### src/rtl/axis_multi_inject_shim_pkg.sv
// Shared types and width helpers for the AXIS multi-channel injection shim.
// Latency: n/a (types and constant functions only).
// Backpressure: n/a.
package axis_inject_pkg;

  typedef enum logic {
    IDLE = 1'b0,
    SEND = 1'b1
  } state_e;

  function automatic int flit_width(input int tdata_w, input int sf);
    return tdata_w / sf;
  endfunction

  function automatic int dest_width(input int tid_w, input int tdest_w);
    return tid_w + tdest_w;
  endfunction

  function automatic int credit_width(input int depth);
    return $clog2(depth + 1);
  endfunction

  // Index width that stays at least one bit for single-entry ranges.
  function automatic int idx_width(input int n);
    return (n > 1) ? $clog2(n) : 1;
  endfunction

endpackage

### src/rtl/axis_multi_inject_shim_if.sv
// Bundle of per-channel AXI-Stream injection inputs.
// Latency: n/a (wiring only).
// Backpressure: tready per channel, driven by the shim.
interface axis_multi_inject_shim_if #(
  parameter int NUM_CHANNELS = 4,
  parameter int TDATA_WIDTH  = 128,
  parameter int TID_WIDTH    = 2,
  parameter int TDEST_WIDTH  = 4
);
  logic [NUM_CHANNELS-1:0]                  tvalid;
  logic [NUM_CHANNELS-1:0]                  tready;
  logic [NUM_CHANNELS-1:0]                  tlast;
  logic [NUM_CHANNELS-1:0][TDATA_WIDTH-1:0] tdata;
  logic [NUM_CHANNELS-1:0][TID_WIDTH-1:0]   tid;
  logic [NUM_CHANNELS-1:0][TDEST_WIDTH-1:0] tdest;

  modport master (output tvalid, tdata, tlast, tid, tdest, input tready);
  modport slave  (input tvalid, tdata, tlast, tid, tdest, output tready);
endinterface

### src/rtl/axis_multi_inject_shim_rr_arbiter.sv
// Round-robin arbiter: first asserted request at or above ptr, with wrap.
// Latency: combinational.
// Backpressure: none; grant is one-hot or zero when no request.
module rr_arbiter #(
  parameter int N  = 4,
  parameter int PW = (N > 1) ? $clog2(N) : 1
) (
  input  logic [N-1:0]  req,
  input  logic [PW-1:0] ptr,
  output logic [N-1:0]  grant
);
  logic          found;
  logic [PW-1:0] cand;

  // Walk channels upward from the pointer and grant the first requester.
  always_comb begin
    grant = '0;
    found = 1'b0;
    cand  = '0;
    for (int i = 0; i < N; i++) begin
      cand = PW'((int'(ptr) + i) % N);
      if (!found && req[cand]) begin
        grant[cand] = 1'b1;
        found       = 1'b1;
      end
    end
  end
endmodule

### src/rtl/axis_multi_inject_shim.sv
// Arbitrates AXIS channels per packet and serializes each beat into credit-gated flits.
// Latency: beat accepted in cycle N, first flit offered in cycle N+1 when a credit is held.
// Backpressure: tready only while the beat register frees up; flits stall at zero credits.
module axis_multi_inject_shim
  import axis_inject_pkg::*;
#(
  parameter int NUM_CHANNELS         = 4,
  parameter int TDATA_WIDTH          = 128,
  parameter int TID_WIDTH            = 2,
  parameter int TDEST_WIDTH          = 4,
  parameter int SERIALIZATION_FACTOR = 2,
  parameter int FLIT_BUFFER_DEPTH    = 8,
  localparam int FLIT_WIDTH = flit_width(TDATA_WIDTH, SERIALIZATION_FACTOR),
  localparam int DEST_WIDTH = dest_width(TID_WIDTH, TDEST_WIDTH)
) (
  input  logic                  clk_noc,
  input  logic                  rst_n,
  axis_multi_inject_shim_if.slave axis_in,
  output logic [FLIT_WIDTH-1:0] data_out,
  output logic [DEST_WIDTH-1:0] dest_out,
  output logic                  is_tail_out,
  output logic                  send_out,
  input  logic                  credit_in
);
  localparam int CW = credit_width(FLIT_BUFFER_DEPTH);
  localparam int IW = idx_width(SERIALIZATION_FACTOR);
  localparam int PW = idx_width(NUM_CHANNELS);

  state_e                  state_q, state_d;
  logic                    lock_q, lock_d;
  logic [PW-1:0]           ptr_q, ptr_d;
  logic [PW-1:0]           gnt_q, gnt_d;
  logic [IW-1:0]           idx_q, idx_d;
  logic [CW-1:0]           credit_q, credit_d;
  logic [TDATA_WIDTH-1:0]  beat_q, beat_d;
  logic [TID_WIDTH-1:0]    tid_q, tid_d;
  logic [TDEST_WIDTH-1:0]  tdest_q, tdest_d;
  logic                    tlast_q, tlast_d;

  logic [NUM_CHANNELS-1:0] arb_gnt;
  logic [PW-1:0]           arb_idx;
  logic [NUM_CHANNELS-1:0] tready_c;
  logic                    send, last_flit, load;
  logic [PW-1:0]           load_sel;

  rr_arbiter #(.N(NUM_CHANNELS), .PW(PW)) u_arb (
    .req   (axis_in.tvalid),
    .ptr   (ptr_q),
    .grant (arb_gnt)
  );

  // One-hot grant to channel index.
  always_comb begin
    arb_idx = '0;
    for (int i = 0; i < NUM_CHANNELS; i++) begin
      if (arb_gnt[i]) arb_idx = PW'(i);
    end
  end

  // Flit offer depends only on registered state so it never loops back through tvalid.
  assign send      = (state_q == SEND) && (credit_q != '0);
  assign last_flit = (idx_q == IW'(SERIALIZATION_FACTOR - 1));

  assign send_out    = send;
  assign is_tail_out = send && last_flit && tlast_q;
  assign data_out    = beat_q[int'(idx_q)*FLIT_WIDTH +: FLIT_WIDTH];
  assign dest_out    = {tid_q, tdest_q};
  // Reset also masks tready so no beat appears accepted while flops are held clear.
  assign axis_in.tready = tready_c & {NUM_CHANNELS{rst_n}};

  // Packet-locked beat sequencing: arbitration in IDLE, serialization in SEND.
  always_comb begin
    state_d  = state_q;
    lock_d   = lock_q;
    ptr_d    = ptr_q;
    gnt_d    = gnt_q;
    idx_d    = idx_q;
    beat_d   = beat_q;
    tid_d    = tid_q;
    tdest_d  = tdest_q;
    tlast_d  = tlast_q;
    tready_c = '0;
    load     = 1'b0;
    load_sel = gnt_q;
    case (state_q)
      IDLE: begin
        if (!lock_q) begin
          if (|axis_in.tvalid) begin
            tready_c = arb_gnt;
            load     = 1'b1;
            load_sel = arb_idx;
            gnt_d    = arb_idx;
            lock_d   = 1'b1;
            state_d  = SEND;
          end
        end else if (axis_in.tvalid[gnt_q]) begin
          tready_c[gnt_q] = 1'b1;
          load            = 1'b1;
          state_d         = SEND;
        end
      end
      SEND: begin
        if (send) begin
          if (!last_flit) begin
            idx_d = idx_q + 1'b1;
          end else if (tlast_q) begin
            // Packet complete: release the lock and move priority past this channel.
            lock_d  = 1'b0;
            ptr_d   = (gnt_q == PW'(NUM_CHANNELS - 1)) ? '0 : gnt_q + 1'b1;
            state_d = IDLE;
          end else begin
            // Mid-packet: refill the beat register in the same cycle for zero bubble.
            tready_c[gnt_q] = 1'b1;
            if (axis_in.tvalid[gnt_q]) load = 1'b1;
            else                       state_d = IDLE;
          end
        end
      end
      default: state_d = IDLE;
    endcase
    if (load) begin
      beat_d  = axis_in.tdata[load_sel];
      tid_d   = axis_in.tid[load_sel];
      tdest_d = axis_in.tdest[load_sel];
      tlast_d = axis_in.tlast[load_sel];
      idx_d   = '0;
    end
  end

  // Credit counter: spend on each flit, refill on return, saturate at buffer depth.
  always_comb begin
    credit_d = credit_q;
    case ({send, credit_in})
      2'b10:   credit_d = credit_q - 1'b1;
      2'b01:   if (credit_q != CW'(FLIT_BUFFER_DEPTH)) credit_d = credit_q + 1'b1;
      default: credit_d = credit_q;
    endcase
  end

  // State registers with asynchronous clear.
  always_ff @(posedge clk_noc or negedge rst_n) begin
    if (!rst_n) begin
      state_q  <= IDLE;
      lock_q   <= 1'b0;
      ptr_q    <= '0;
      gnt_q    <= '0;
      idx_q    <= '0;
      credit_q <= CW'(FLIT_BUFFER_DEPTH);
      beat_q   <= '0;
      tid_q    <= '0;
      tdest_q  <= '0;
      tlast_q  <= 1'b0;
    end else begin
      state_q  <= state_d;
      lock_q   <= lock_d;
      ptr_q    <= ptr_d;
      gnt_q    <= gnt_d;
      idx_q    <= idx_d;
      credit_q <= credit_d;
      beat_q   <= beat_d;
      tid_q    <= tid_d;
      tdest_q  <= tdest_d;
      tlast_q  <= tlast_d;
    end
  end
endmodule

### src/flat_wrapper.sv
// flat-port wrapper written by rule: the top's interface ports become plain ports
module axis_multi_inject_shim_flat import axis_inject_pkg::*;
#(
  parameter int NUM_CHANNELS         = 4,
  parameter int TDATA_WIDTH          = 128,
  parameter int TID_WIDTH            = 2,
  parameter int TDEST_WIDTH          = 4,
  parameter int SERIALIZATION_FACTOR = 2,
  parameter int FLIT_BUFFER_DEPTH    = 8,
  localparam int FLIT_WIDTH = flit_width(TDATA_WIDTH, SERIALIZATION_FACTOR),
  localparam int DEST_WIDTH = dest_width(TID_WIDTH, TDEST_WIDTH)
)
  (clk_noc, rst_n, data_out, dest_out, is_tail_out, send_out, credit_in, axis_in_tvalid, axis_in_tdata, axis_in_tlast, axis_in_tid, axis_in_tdest, axis_in_tready);
  axis_multi_inject_shim_if #(.NUM_CHANNELS(NUM_CHANNELS), .TDATA_WIDTH(TDATA_WIDTH), .TID_WIDTH(TID_WIDTH), .TDEST_WIDTH(TDEST_WIDTH)) axis_in_i ();
  input  logic clk_noc;
  input  logic rst_n;
  output logic [FLIT_WIDTH-1:0] data_out;
  output logic [DEST_WIDTH-1:0] dest_out;
  output logic is_tail_out;
  output logic send_out;
  input  logic credit_in;
  input wire logic [$bits(axis_in_i.tvalid)-1:0] axis_in_tvalid;
  input wire logic [$bits(axis_in_i.tdata)-1:0] axis_in_tdata;
  input wire logic [$bits(axis_in_i.tlast)-1:0] axis_in_tlast;
  input wire logic [$bits(axis_in_i.tid)-1:0] axis_in_tid;
  input wire logic [$bits(axis_in_i.tdest)-1:0] axis_in_tdest;
  output wire logic [$bits(axis_in_i.tready)-1:0] axis_in_tready;
  assign axis_in_i.tvalid = axis_in_tvalid;
  assign axis_in_i.tdata = axis_in_tdata;
  assign axis_in_i.tlast = axis_in_tlast;
  assign axis_in_i.tid = axis_in_tid;
  assign axis_in_i.tdest = axis_in_tdest;
  assign axis_in_tready = axis_in_i.tready;
  axis_multi_inject_shim #(.NUM_CHANNELS(NUM_CHANNELS), .TDATA_WIDTH(TDATA_WIDTH), .TID_WIDTH(TID_WIDTH), .TDEST_WIDTH(TDEST_WIDTH), .SERIALIZATION_FACTOR(SERIALIZATION_FACTOR), .FLIT_BUFFER_DEPTH(FLIT_BUFFER_DEPTH)) u_core (.clk_noc(clk_noc), .rst_n(rst_n), .axis_in(axis_in_i), .data_out(data_out), .dest_out(dest_out), .is_tail_out(is_tail_out), .send_out(send_out), .credit_in(credit_in));
endmodule
### config.mk
export PLATFORM = sky130hd
export DESIGN_NAME = axis_multi_inject_shim_flat
export DESIGN_NICKNAME = d
export VERILOG_FILES = /design/src/rtl/axis_multi_inject_shim_pkg.sv /design/src/rtl/axis_multi_inject_shim_if.sv /design/src/rtl/axis_multi_inject_shim_rr_arbiter.sv /design/src/rtl/axis_multi_inject_shim.sv /design/src/flat_wrapper.sv
export SDC_FILE = /design/constraint.sdc
export NUM_CORES = 1
export LEC_CHECK = 0
export CORE_AREA = 4 4 238 240
export CTS_CLUSTER_DIAMETER = 30
export DETAILED_ROUTE_END_ITERATION = 8
export DIE_AREA = 0 0 242 244
export PLACE_DENSITY = 0.58
export SYNTH_ARGS = -nofsm -noshare
export SYNTH_HDL_FRONTEND = slang
export SYNTH_SLANG_ARGS = --single-unit
export TNS_END_PERCENT = 5
### constraint.sdc
create_clock -name clk_noc -period 5.5 [get_ports clk_noc]
set_input_delay 1.375 -clock clk_noc [delete_from_list [all_inputs] [get_ports clk_noc]]
set_output_delay 1.375 -clock clk_noc [all_outputs]
set_load 0.02 [all_outputs]
==> impl_metrics.tcl, run 1 <==
set metrics [dict create \
    avgSynthCellArea_um2 10.4 \
    ys.warnings.count 0 \
    num_vias 11500 \
    antenna_found_initial 3 \
    grt_pass1_vias 12600 \
    cap_violations 0 \
    grt_pass1_wl_mm 79.1 \
    finalSetupViolations 0 \
    via_per_inst 4.76 \
    synth_xor_area_share_pct 0.149 \
    path_class "input pin to output pin" \
    setup.worst_path.start_class "input pin" \
    ant_nets 0 \
    critPathBufInv 4 \
    ir_drop_uv 735 \
    worstSkewPairLatency_ns 0.47 \
    p_leak_uw 0.00700 \
    first_pass_iters 5 \
    htree_levels 4 \
    clock_path_buffers 2 \
    synth_area_um2 11800 \
    synth_fp_nets 1692 \
    cts_setup_buffers 0 \
    p_per_area_nw_per_um2 540 \
    fin_skew_ns 0.0118 \
    gp_congestion 0.880 \
    required_ns 4.12 \
    ys_seq_area_share_pct 31.0 \
    grtUsageTotal_pct 17.5 \
    grt_overflow 0 \
    hold_path_depth 2 \
    portBuffers 622 \
    status "finished, final reports clean" \
    hpwl_mm 40.9 \
    first_iter_violations 508 \
    period_share_pct 93.2 \
    slew_headroom_pct 37.8 \
    fmax_mhz 195 \
    cp_top_family "buffers and inverters" \
    core_um2 54700 \
    p_total_uw 10400 \
    slew_violations 0 \
    hold_start "u_core.lock_q" \
    rsz0062_at_grt "no" \
    cts.sinks 146 \
    timing.rr.start "u_core.ptr_q[0]" \
    clk_pin_slew_ns 0.06 \
    critPathMaxFanout 6 \
    rows 86 \
    period_minus_slack_ns 5.13 \
    initial_core_util_pct 21.5 \
    holdCritPathClass "flip-flop to flip-flop" \
    cp_data_arrival_time_ns 3.75 \
    synthFlopType "dfrtp_1" \
    synthArstFlopShare_pct 100 \
    fin_setup_tns_ns 0 \
    remaining_drc_errors 0 \
    cp-end-kind "output pin" \
    path_cells "clkdlybuf4s50_1, buf_4, mux4_2, nor2b_1, buf_4, a32oi_1, o21ai_0, a22oi_1, o21ai_0, and2_1, dlymetal6s2s_1" \
    worst-r2r-setup-slack_ns 1.32 \
    io_pins 623 \
    wl_per_cell_um 22.1 \
    synth_edf_count 0 \
    synth_adder_area_share_pct 1.45 \
    yosys-mux-area-fraction_pct 19.3 \
    hold_slack_ns 0.543 \
    ys_ff_latch 146 \
    synth.distinct_cells 56 \
    hold_viol 0 \
    grt_max_degree 139 \
    min_to "u_core.lock_q" \
    syn_inst 1132 \
    synth_most_common_cell "dfrtp_1" \
    die-area_um2 59000 \
    slowest_stage "clkdlybuf4s50_1" \
    cts_tree "built" \
    area_growth_pct 63.4 \
    max_stage_delay_ns 0.50 \
    reg2reg_depth 12 \
    cts_buffers 17 \
    ys_top_cells_by_count "145 x dfrtp_1, 143 x nor2_1, 142 x and2_1, 141 x mux2i_1, 71 x a211oi_1" \
    regToRegEndpoint "u_core.beat_q[85]" \
    nets 2261 \
    yosysTopAreaCell "dfrtp_1" \
    synth-simple-area-share_pct 14.0 \
    yosys-top-cells-area "dfrtp_1 31%, mux2i_1 12%, a221oi_2 8.2%, and2_1 7.5%, a211oi_2 6.9%" \
    synth-compound-area-share_pct 27.5 \
    tightestPinTransition_ns 0.933 \
    layout-drive-gt1-share_pct 16.9 \
    synth_top_area_share_pct 30.8 \
    synth_top_family_by_area "compound AO/OA/AOI/OAI gates" \
    cts_root_buf "clkbuf_16" \
    chipWidth_um 242 \
    die_y_um 244 \
    totalWireLength_mm 53.5 \
]
==> metal layers <==
metal | track usage (%) | wire length, µm | vias to the layer above
li1 | - | - | 5469
met1 | 20.1 | 21800 | 5527
met2 | 30.3 | 26100 | 452
met3 | 5.80 | 3760 | 73
met4 | 6.68 | 1780 | 2
met5 | 0 | 13 | -
==> cell usage in the layout, fill, tap and decap left out, drive strengths merged, types with 8 or more instances in the layout <==
master / n
clkdlybuf4s50: 617
buf: 46
clkbuf: 18
nand2: 13
ha: 12
mux2i: 141
o21ai: 10
inv: 9
and2: 142
nand2b: 8
a221oi: 134
nor2: 144
mux2: 66
dfrtp: 145
a211oi: 136
==> through the flow <==
stage	util, %	cells	instance area, µm²	worst slack (ns)
floorplan	-	1132	11800	1.20
global placement	34.1	2386	18600	0.0405
detailed placement	34.1	2386	18600	0.0404
CTS	35.2	2418	19200	0.0343
global route	35.2	2418	19200	0.209
finish	35.2	2420	19200	0.372
==> worst register-to-register path, cell delays in order (launching register included) <==
cell	delay (ns)
dfrtp_1	0.66
inv_1	0.24
ha_1	0.52
mux4_2	0.38
buf_4	0.17
and3b_1	0.17
and3b_1	0.23
nand2_2	0.12
a22oi_2	0.42
buf_12	0.32
buf_12	0.37
mux2i_1	0.34
a211oi_2	0.11
==> how the worst max path moves through the flow <==
stage | startpoint | endpoint | slack [ns] | depth (start not counted)
global placement | axis_in_tvalid[2] | axis_in_tready[0] | 0.04 | 11
CTS | axis_in_tvalid[2] | axis_in_tready[0] | 0.03 | 11
detailed placement | axis_in_tvalid[2] | axis_in_tready[0] | 0.04 | 11
floorplan | axis_in_tvalid[3] | axis_in_tready[2] | 1.20 | 7
global route | axis_in_tvalid[2] | axis_in_tready[0] | 0.21 | 11
finish | axis_in_tvalid[3] | axis_in_tready[0] | 0.37 | 11
==> state kept, by name, indices dropped and copies added, names as in the netlist <==
| name | cells |
|---|---|
| u_core.credit_q | 4 |
| u_core.ptr_q | 2 |
| u_core.gnt_q | 2 |
| u_core.tdest_q | 4 |
| u_core.beat_q | 128 |
| u_core.state_q | 1 |
| u_core.tlast_q | 1 |
| u_core.lock_q | 1 |
| u_core.tid_q | 2 |
| u_core.idx_q | 1 |
==> logic make-up after synthesis <==
family,after synthesis
buffers and inverters,125
AND/OR/NAND/NOR,323
AO/OA/AOI/OAI,311
multiplexers,212
XOR/XNOR,2
flip-flops,146
adder cells (fa/ha/maj),13
==> report_power, final <==
part           switching (µW)  internal, µW
clock                     525           710
combinational            3880          3170
sequential                434          1660
total                    4840          5540
==> final cells by class <==
| type | instances | area [µm²] |
|---|---|---|
| clock inverter | 14 | 164 |
| tap | 704 | 881 |
| sequential | 146 | 3660 |
| timing repair buffer | 667 | 6700 |
| clock buffer | 18 | 429 |
| fill | 5530 | 35400 |
| multi-input combinational | 861 | 7370 |
| inverter | 8 | 30.0 |
| antenna | 2 | 5.00 |
==> repair_timing <==
action,4_1_cts,5_1_grt
resized for setup,0,4
hold buffers,0,0
endpoints found under the setup margin,0,4
endpoints found under the hold margin,0,0
No activity file was read; power rests on OpenSTA's default activity.
==> run 2: changes to the inputs <==
--- a/config.mk
+++ b/config.mk
@@ -6,6 +6,7 @@
 export NUM_CORES = 1
 export LEC_CHECK = 0
 export CORE_AREA = 4 4 238 240
+export CTS_BUF_LIST = sky130_fd_sc_hd__clkbuf_8 sky130_fd_sc_hd__clkbuf_16
 export CTS_CLUSTER_DIAMETER = 30
 export DETAILED_ROUTE_END_ITERATION = 8
 export DIE_AREA = 0 0 242 244
==> constraint.sdc (replaced) <==
create_clock -name clk_noc -period 5.6 [get_ports clk_noc]
set_input_delay 1.4 -clock clk_noc [delete_from_list [all_inputs] [get_ports clk_noc]]
set_output_delay 1.4 -clock clk_noc [all_outputs]
set_load 0.02 [all_outputs]
==> run 2 against run 1 <==
- critical path depth fell by 3
- clock power barely moved
- via count rose by 0.36%
- count of clock-buffer cells in the layout did not move
- non-clock buffer count rose by 11
- cell count rose by 0.41%
- routed wire length fell by 0.39%
- total power fell by 0.98%
- setup slack got worse by 0.26 ns
- sequential power fell by 2%
- first-iteration DRC count fell by 10%
- critical endpoint is now axis_in_tready[2]
==> impl_metrics.tcl, run 2 (synthesis gave the netlist of run 1 again) <==
set metrics [dict create \
    seq_area_um2 3660 \
    wl_per_cell_um 21.9 \
    initial_core_util_pct 21.5 \
    seqPwrFrac_pct 20.0 \
    power_frac_comb_pct 68.4 \
    fillers 5583 \
    period_minus_slack_ns 5.48 \
    hold_slack_ns 0.558 \
    final_cell_mix "618 x clkdlybuf4s50_1, 144 x dfrtp_1, 143 x nor2_1, 142 x and2_1, 141 x mux2i_1" \
    stdcell_count 2430 \
    reg_top3 "u_core.beat_q (128), u_core.credit_q (4), u_core.tdest_q (4)" \
    p_leak_uw 0.00705 \
    required_ns 4.20 \
    fmax_mhz 182 \
    chipWidth_um 242 \
    cts_root_buf "clkbuf_16" \
    critPathMaxFanout 11 \
    gp_congestion 0.896 \
    power_switching_uw 4750 \
    fin_setup_tns_ns 0 \
    clk_pin_slew_ns 0.06 \
    setup.worst_path.start_class "input pin" \
    cap_violations 0 \
    placedCellCount 2397 \
    antenna_found_initial 3 \
    nets 2272 \
    rows 86 \
    portBuffers 622 \
    grtUsageTotal_pct 17.5 \
    multi_input_area_um2 7370 \
    fin_skew_ns 0.0128 \
    clock_path_buffers 2 \
    slew_headroom_pct 38.1 \
    cts_resized 0 \
    first_iter_violations 456 \
    p_total_uw 10300 \
    path_class "input pin to output pin" \
    ant_nets 0 \
    cp_data_arrival_time_ns 4.08 \
    finalSetupViolations 0 \
    cts_buffers 17 \
    ir_drop_uv 434 \
    holdCritPathClass "flip-flop to flip-flop" \
    period_share_pct 97.9 \
    die-area_um2 59000 \
    core_um2 54700 \
    cp-end-kind "output pin" \
    grt_max_degree 73 \
    status "finished, final reports clean" \
    die_y_um 244 \
    io_pins 623 \
    remaining_drc_errors 0 \
    grt_pass1_wl_mm 79.6 \
    area_growth_pct 64.1 \
    top_register "u_core.beat_q" \
    num_vias 11600 \
    setup_slack_ns 0.117 \
    cts_tree "built" \
    slew_violations 0 \
    tightestPinTransition_ns 0.929 \
    cts.sinks 146 \
    p_sw_share_pct 46.3 \
    cts_setup_buffers 0 \
    hpwl_mm 41.3 \
    htree_levels 4 \
    hold_viol 0 \
    worstSkewPairLatency_ns 0.48 \
    grt_overflow 0 \
    internal_power_uw 5520 \
    p_per_area_nw_per_um2 532 \
    first_pass_iters 5 \
    hold_buffers 0 \
    final_common_cell "clkdlybuf4s50_1" \
    layout-drive-gt1-share_pct 17.3 \
    grt_pass1_vias 12600 \
    largest_reg_flops 128 \
    via_per_inst 4.76 \
    rsz0062_at_grt "no" \
    place_ws_ns 0.0671 \
    pwr-share-clk_pct 11.6 \
    totalWireLength_mm 53.3 \
]
run 2: cell count changes in the layout (fill, tap and decap cells not counted), sizes merged:
cell	before	now
clkdlybuf4s50	617	618
buf	46	57
clkinvlp	3	1
dlymetal6s2s	4	3
clkinv	7	6
inv	9	11
run 2: per-layer routing:
| metal | wire length [µm] | global-route usage [%] | vias up |
|---|---|---|---|
| li1 | - | - | 5482 |
| met3 | 3960 | 6.00 | 40 |
| met5 | 13 | 0 | - |
| met2 | 26500 | 30.9 | 463 |
| met4 | 1040 | 4.71 | 2 |
| met1 | 21700 | 20.3 | 5578 |
run 2: power by group through the flow:
stage	logic (µW)	clock network (µW)	registers, µW
2_1_floorplan	4820	0	1880
3_3_place_gp	7030	0	2050
3_5_place_dp	7090	0	2070
4_1_cts	7130	1250	2060
5_1_grt	7590	1280	2130
6_report	7030	1200	2050
run 2: final timing paths:
| kind | from | endpoint | slack (ns) | cells past startpoint |
|---|---|---|---|---|
| max | axis_in_tvalid[3] | axis_in_tready[2] | 0.12 | 8 |
| min | u_core.beat_q[23] | u_core.beat_q[23] | 0.56 | 2 |
| max reg2reg | u_core.ptr_q[0] | u_core.beat_q[93] | 1.46 | 12 |
| min reg2reg | u_core.beat_q[23] | u_core.beat_q[23] | 0.56 | 2 |
| max in group asynchronous | rst_n | u_core.beat_q[66] | 2.80 | 3 |
| min in group asynchronous | rst_n | u_core.beat_q[65] | 0.84 | 1 |
run 2: area by class of cell:
class                      instances  area share (%)
multi-input combinational        861            38.2
clock inverter                    13           0.757
inverter                           8           0.155
timing repair buffer             678            35.1
clock buffer                      18            2.27
tap                              704            4.56
sequential                       146            18.9
antenna                            2          0.0259
run 2: worst max-delay path: stages:
cell	delay, ns
clkdlybuf4s50_1	0.51
mux4_2	0.65
a211o_1	0.30
a32o_1	0.24
a22oi_1	0.17
o21ai_0	0.09
and2_1	0.17
clkdlybuf4s50_1	0.53
run 2: stage by stage:
stage               cell area, µm²  utilization (%)
floorplan                    11800                -
global placement             18700             34.3
detailed placement           18700             34.3
CTS                          19300             35.3
global route                 19300             35.4
finish                       19300             35.4
==> run 3: changes to the inputs <==
--- a/config.mk
+++ b/config.mk
@@ -5,11 +5,11 @@
 export SDC_FILE = /design/constraint.sdc
 export NUM_CORES = 1
 export LEC_CHECK = 0
-export CORE_AREA = 4 4 238 240
+export CORE_AREA = 4 4 240 242
 export CTS_BUF_LIST = sky130_fd_sc_hd__clkbuf_8 sky130_fd_sc_hd__clkbuf_16
 export CTS_CLUSTER_DIAMETER = 30
 export DETAILED_ROUTE_END_ITERATION = 8
-export DIE_AREA = 0 0 242 244
+export DIE_AREA = 0 0 244 246
 export PLACE_DENSITY = 0.58
 export SYNTH_ARGS = -nofsm -noshare
 export SYNTH_HDL_FRONTEND = slang
==> run 3 against run 2 <==
- clock skew rose by 0.0014 ns
- die area increased by 1.7%
- sequential power barely moved
- sequential share of layout area grew 0.054 points
- combinational power down 2%
- highest routed layer unchanged
- clock power barely moved
- largest power group unchanged
- utilization shrank 0.38 points
- fmax increased by 5.7%
- final area down 0.28%
==> impl_metrics.tcl, run 3 (synthesis gave the netlist of run 1 again) <==
set metrics [dict create \
    status "finished, final reports clean" \
    hold_buffers 0 \
    reg_top3 "u_core.beat_q (128), u_core.credit_q (4), u_core.tdest_q (4)" \
    clk_pin_slew_ns 0.06 \
    path_class "input pin to output pin" \
    rsz0062_at_grt "no" \
    period_minus_slack_ns 5.19 \
    largest_reg_flops 128 \
    p_per_area_nw_per_um2 529 \
    die_y_um 246 \
    nets 2256 \
    place_ws_ns 0.0529 \
    chipWidth_um 244 \
    cts_root_buf "clkbuf_16" \
    slew_violations 0 \
    first_iter_violations 402 \
    critPathMaxFanout 9 \
    via_per_inst 4.77 \
    cap_violations 0 \
    p_total_uw 10200 \
    setup.worst_path.start_class "input pin" \
    fin_skew_ns 0.0143 \
    antenna_found_initial 4 \
    grt_max_degree 74 \
    gp_congestion 0.897 \
    wl_per_cell_um 21.5 \
    final_common_cell "clkdlybuf4s50_1" \
    final_cell_mix "617 x clkdlybuf4s50_1, 144 x dfrtp_1, 143 x nor2_1, 142 x and2_1, 141 x mux2i_1" \
    holdCritPathClass "flip-flop to flip-flop" \
    worstSkewPairLatency_ns 0.48 \
    hold_viol 0 \
    grt_pass1_vias 12700 \
    period_share_pct 92.6 \
    cts_tree "built" \
    final_util_pct 35.0 \
    area_growth_pct 63.7 \
    totalWireLength_mm 52.9 \
    cts.sinks 146 \
    tightestPinTransition_ns 1.04 \
    remaining_drc_errors 0 \
    portBuffers 622 \
    slowest_stage "mux4_2" \
    top_register "u_core.beat_q" \
    htree_levels 4 \
    path_cells "dlymetal6s2s_1, mux4_2, a211o_1, a21oi_1, nor2_1, a22oi_1, o21ai_0, and2_1, clkdlybuf4s50_1" \
    max_stage_delay_ns 0.56 \
    initial_core_util_pct 21.4 \
    cp_data_arrival_time_ns 3.79 \
    num_vias 11700 \
    ant_nets 0 \
    rows 86 \
    finalSetupViolations 0 \
    grt_pass1_wl_mm 78.6 \
    fillers 5716 \
    ir_drop_uv 461 \
    die-area_um2 60000 \
    grtUsageTotal_pct 17.0 \
    fin_setup_tns_ns 0 \
    layout-drive-gt1-share_pct 16.6 \
    first_pass_iters 4 \
    slew_headroom_pct 30.4 \
    hold_slack_ns 0.558 \
    io_pins 623 \
    clock_path_buffers 2 \
    setup_slack_ns 0.414 \
    fmax_mhz 193 \
    required_ns 4.20 \
    grt_overflow 0 \
    cp-end-kind "output pin" \
    p_leak_uw 0.00696 \
    core_um2 55100 \
    cts_buffers 17 \
    hpwl_mm 40.8 \
]
run 3: cell count changes in the layout (fill, tap and decap cells not counted), moves of 2 or more:
cell,previous run,this run
clkinv_2,4,2
buf_4,45,29
clkinvlp_4,1,4
inv_6,0,2
run 3: what timing repair did:
action | CTS | global route
endpoints found under the setup margin | 0 | 4
resized for setup | 0 | 4
setup buffers | 0 | 3
run 3: worst max-delay path: cells and delay by family:
kind            cells  cell delay [ns]
buf+inv             2             0.74
mux                 1             0.56
simple gates        2             0.28
compound gates      4             0.81
run 3: cell type report:
type,count,area [µm²],area share (%)
clock inverter,15,168,0.870
clock buffer,17,425,2.21
inverter,8,30.0,0.156
tap,748,936,4.86
sequential,146,3660,19.0
antenna,3,7.51,0.0390
multi-input combinational,861,7370,38.2
timing repair buffer,662,6680,34.6
run 3: power breakdown:
group          internal [µW]  switching [µW]  leakage (µW)
Clock                    695             514      0.000289
Combinational           3140            3780       0.00506
Sequential              1630             433       0.00161
Total                   5460            4720       0.00696
run 3: path summary, 6_finish.rpt:
| kind | start | end | slack, ns | cells after the start |
|---|---|---|---|---|
| setup / recovery | axis_in_tvalid[1] | axis_in_tready[1] | 0.41 | 9 |
| hold / removal | u_core.beat_q[51] | u_core.beat_q[51] | 0.56 | 2 |
| setup reg to reg | u_core.ptr_q[0] | u_core.tdest_q[3] | 1.60 | 11 |
| hold reg to reg | u_core.beat_q[51] | u_core.beat_q[51] | 0.56 | 2 |
| max in group asynchronous | rst_n | u_core.idx_q | 3.21 | 3 |
| min in group asynchronous | rst_n | u_core.beat_q[111] | 1.04 | 2 |
run 3: metal layers:
layer	vias to the layer above	global-route usage (%)	wire length [µm]
met5	-	0	27
met4	4	6.90	1710
met3	73	5.07	3770
met2	482	29.9	26400
met1	5729	19.4	21000
li1	5449	-	-
run 3: through the flow:
stage | cells | instance area [µm²]
final | 2460 | 19300
after global routing | 2459 | 19300
after CTS | 2454 | 19200
after detailed placement | 2422 | 18600
after global placement | 2422 | 18600
after floorplan | 1132 | 11800
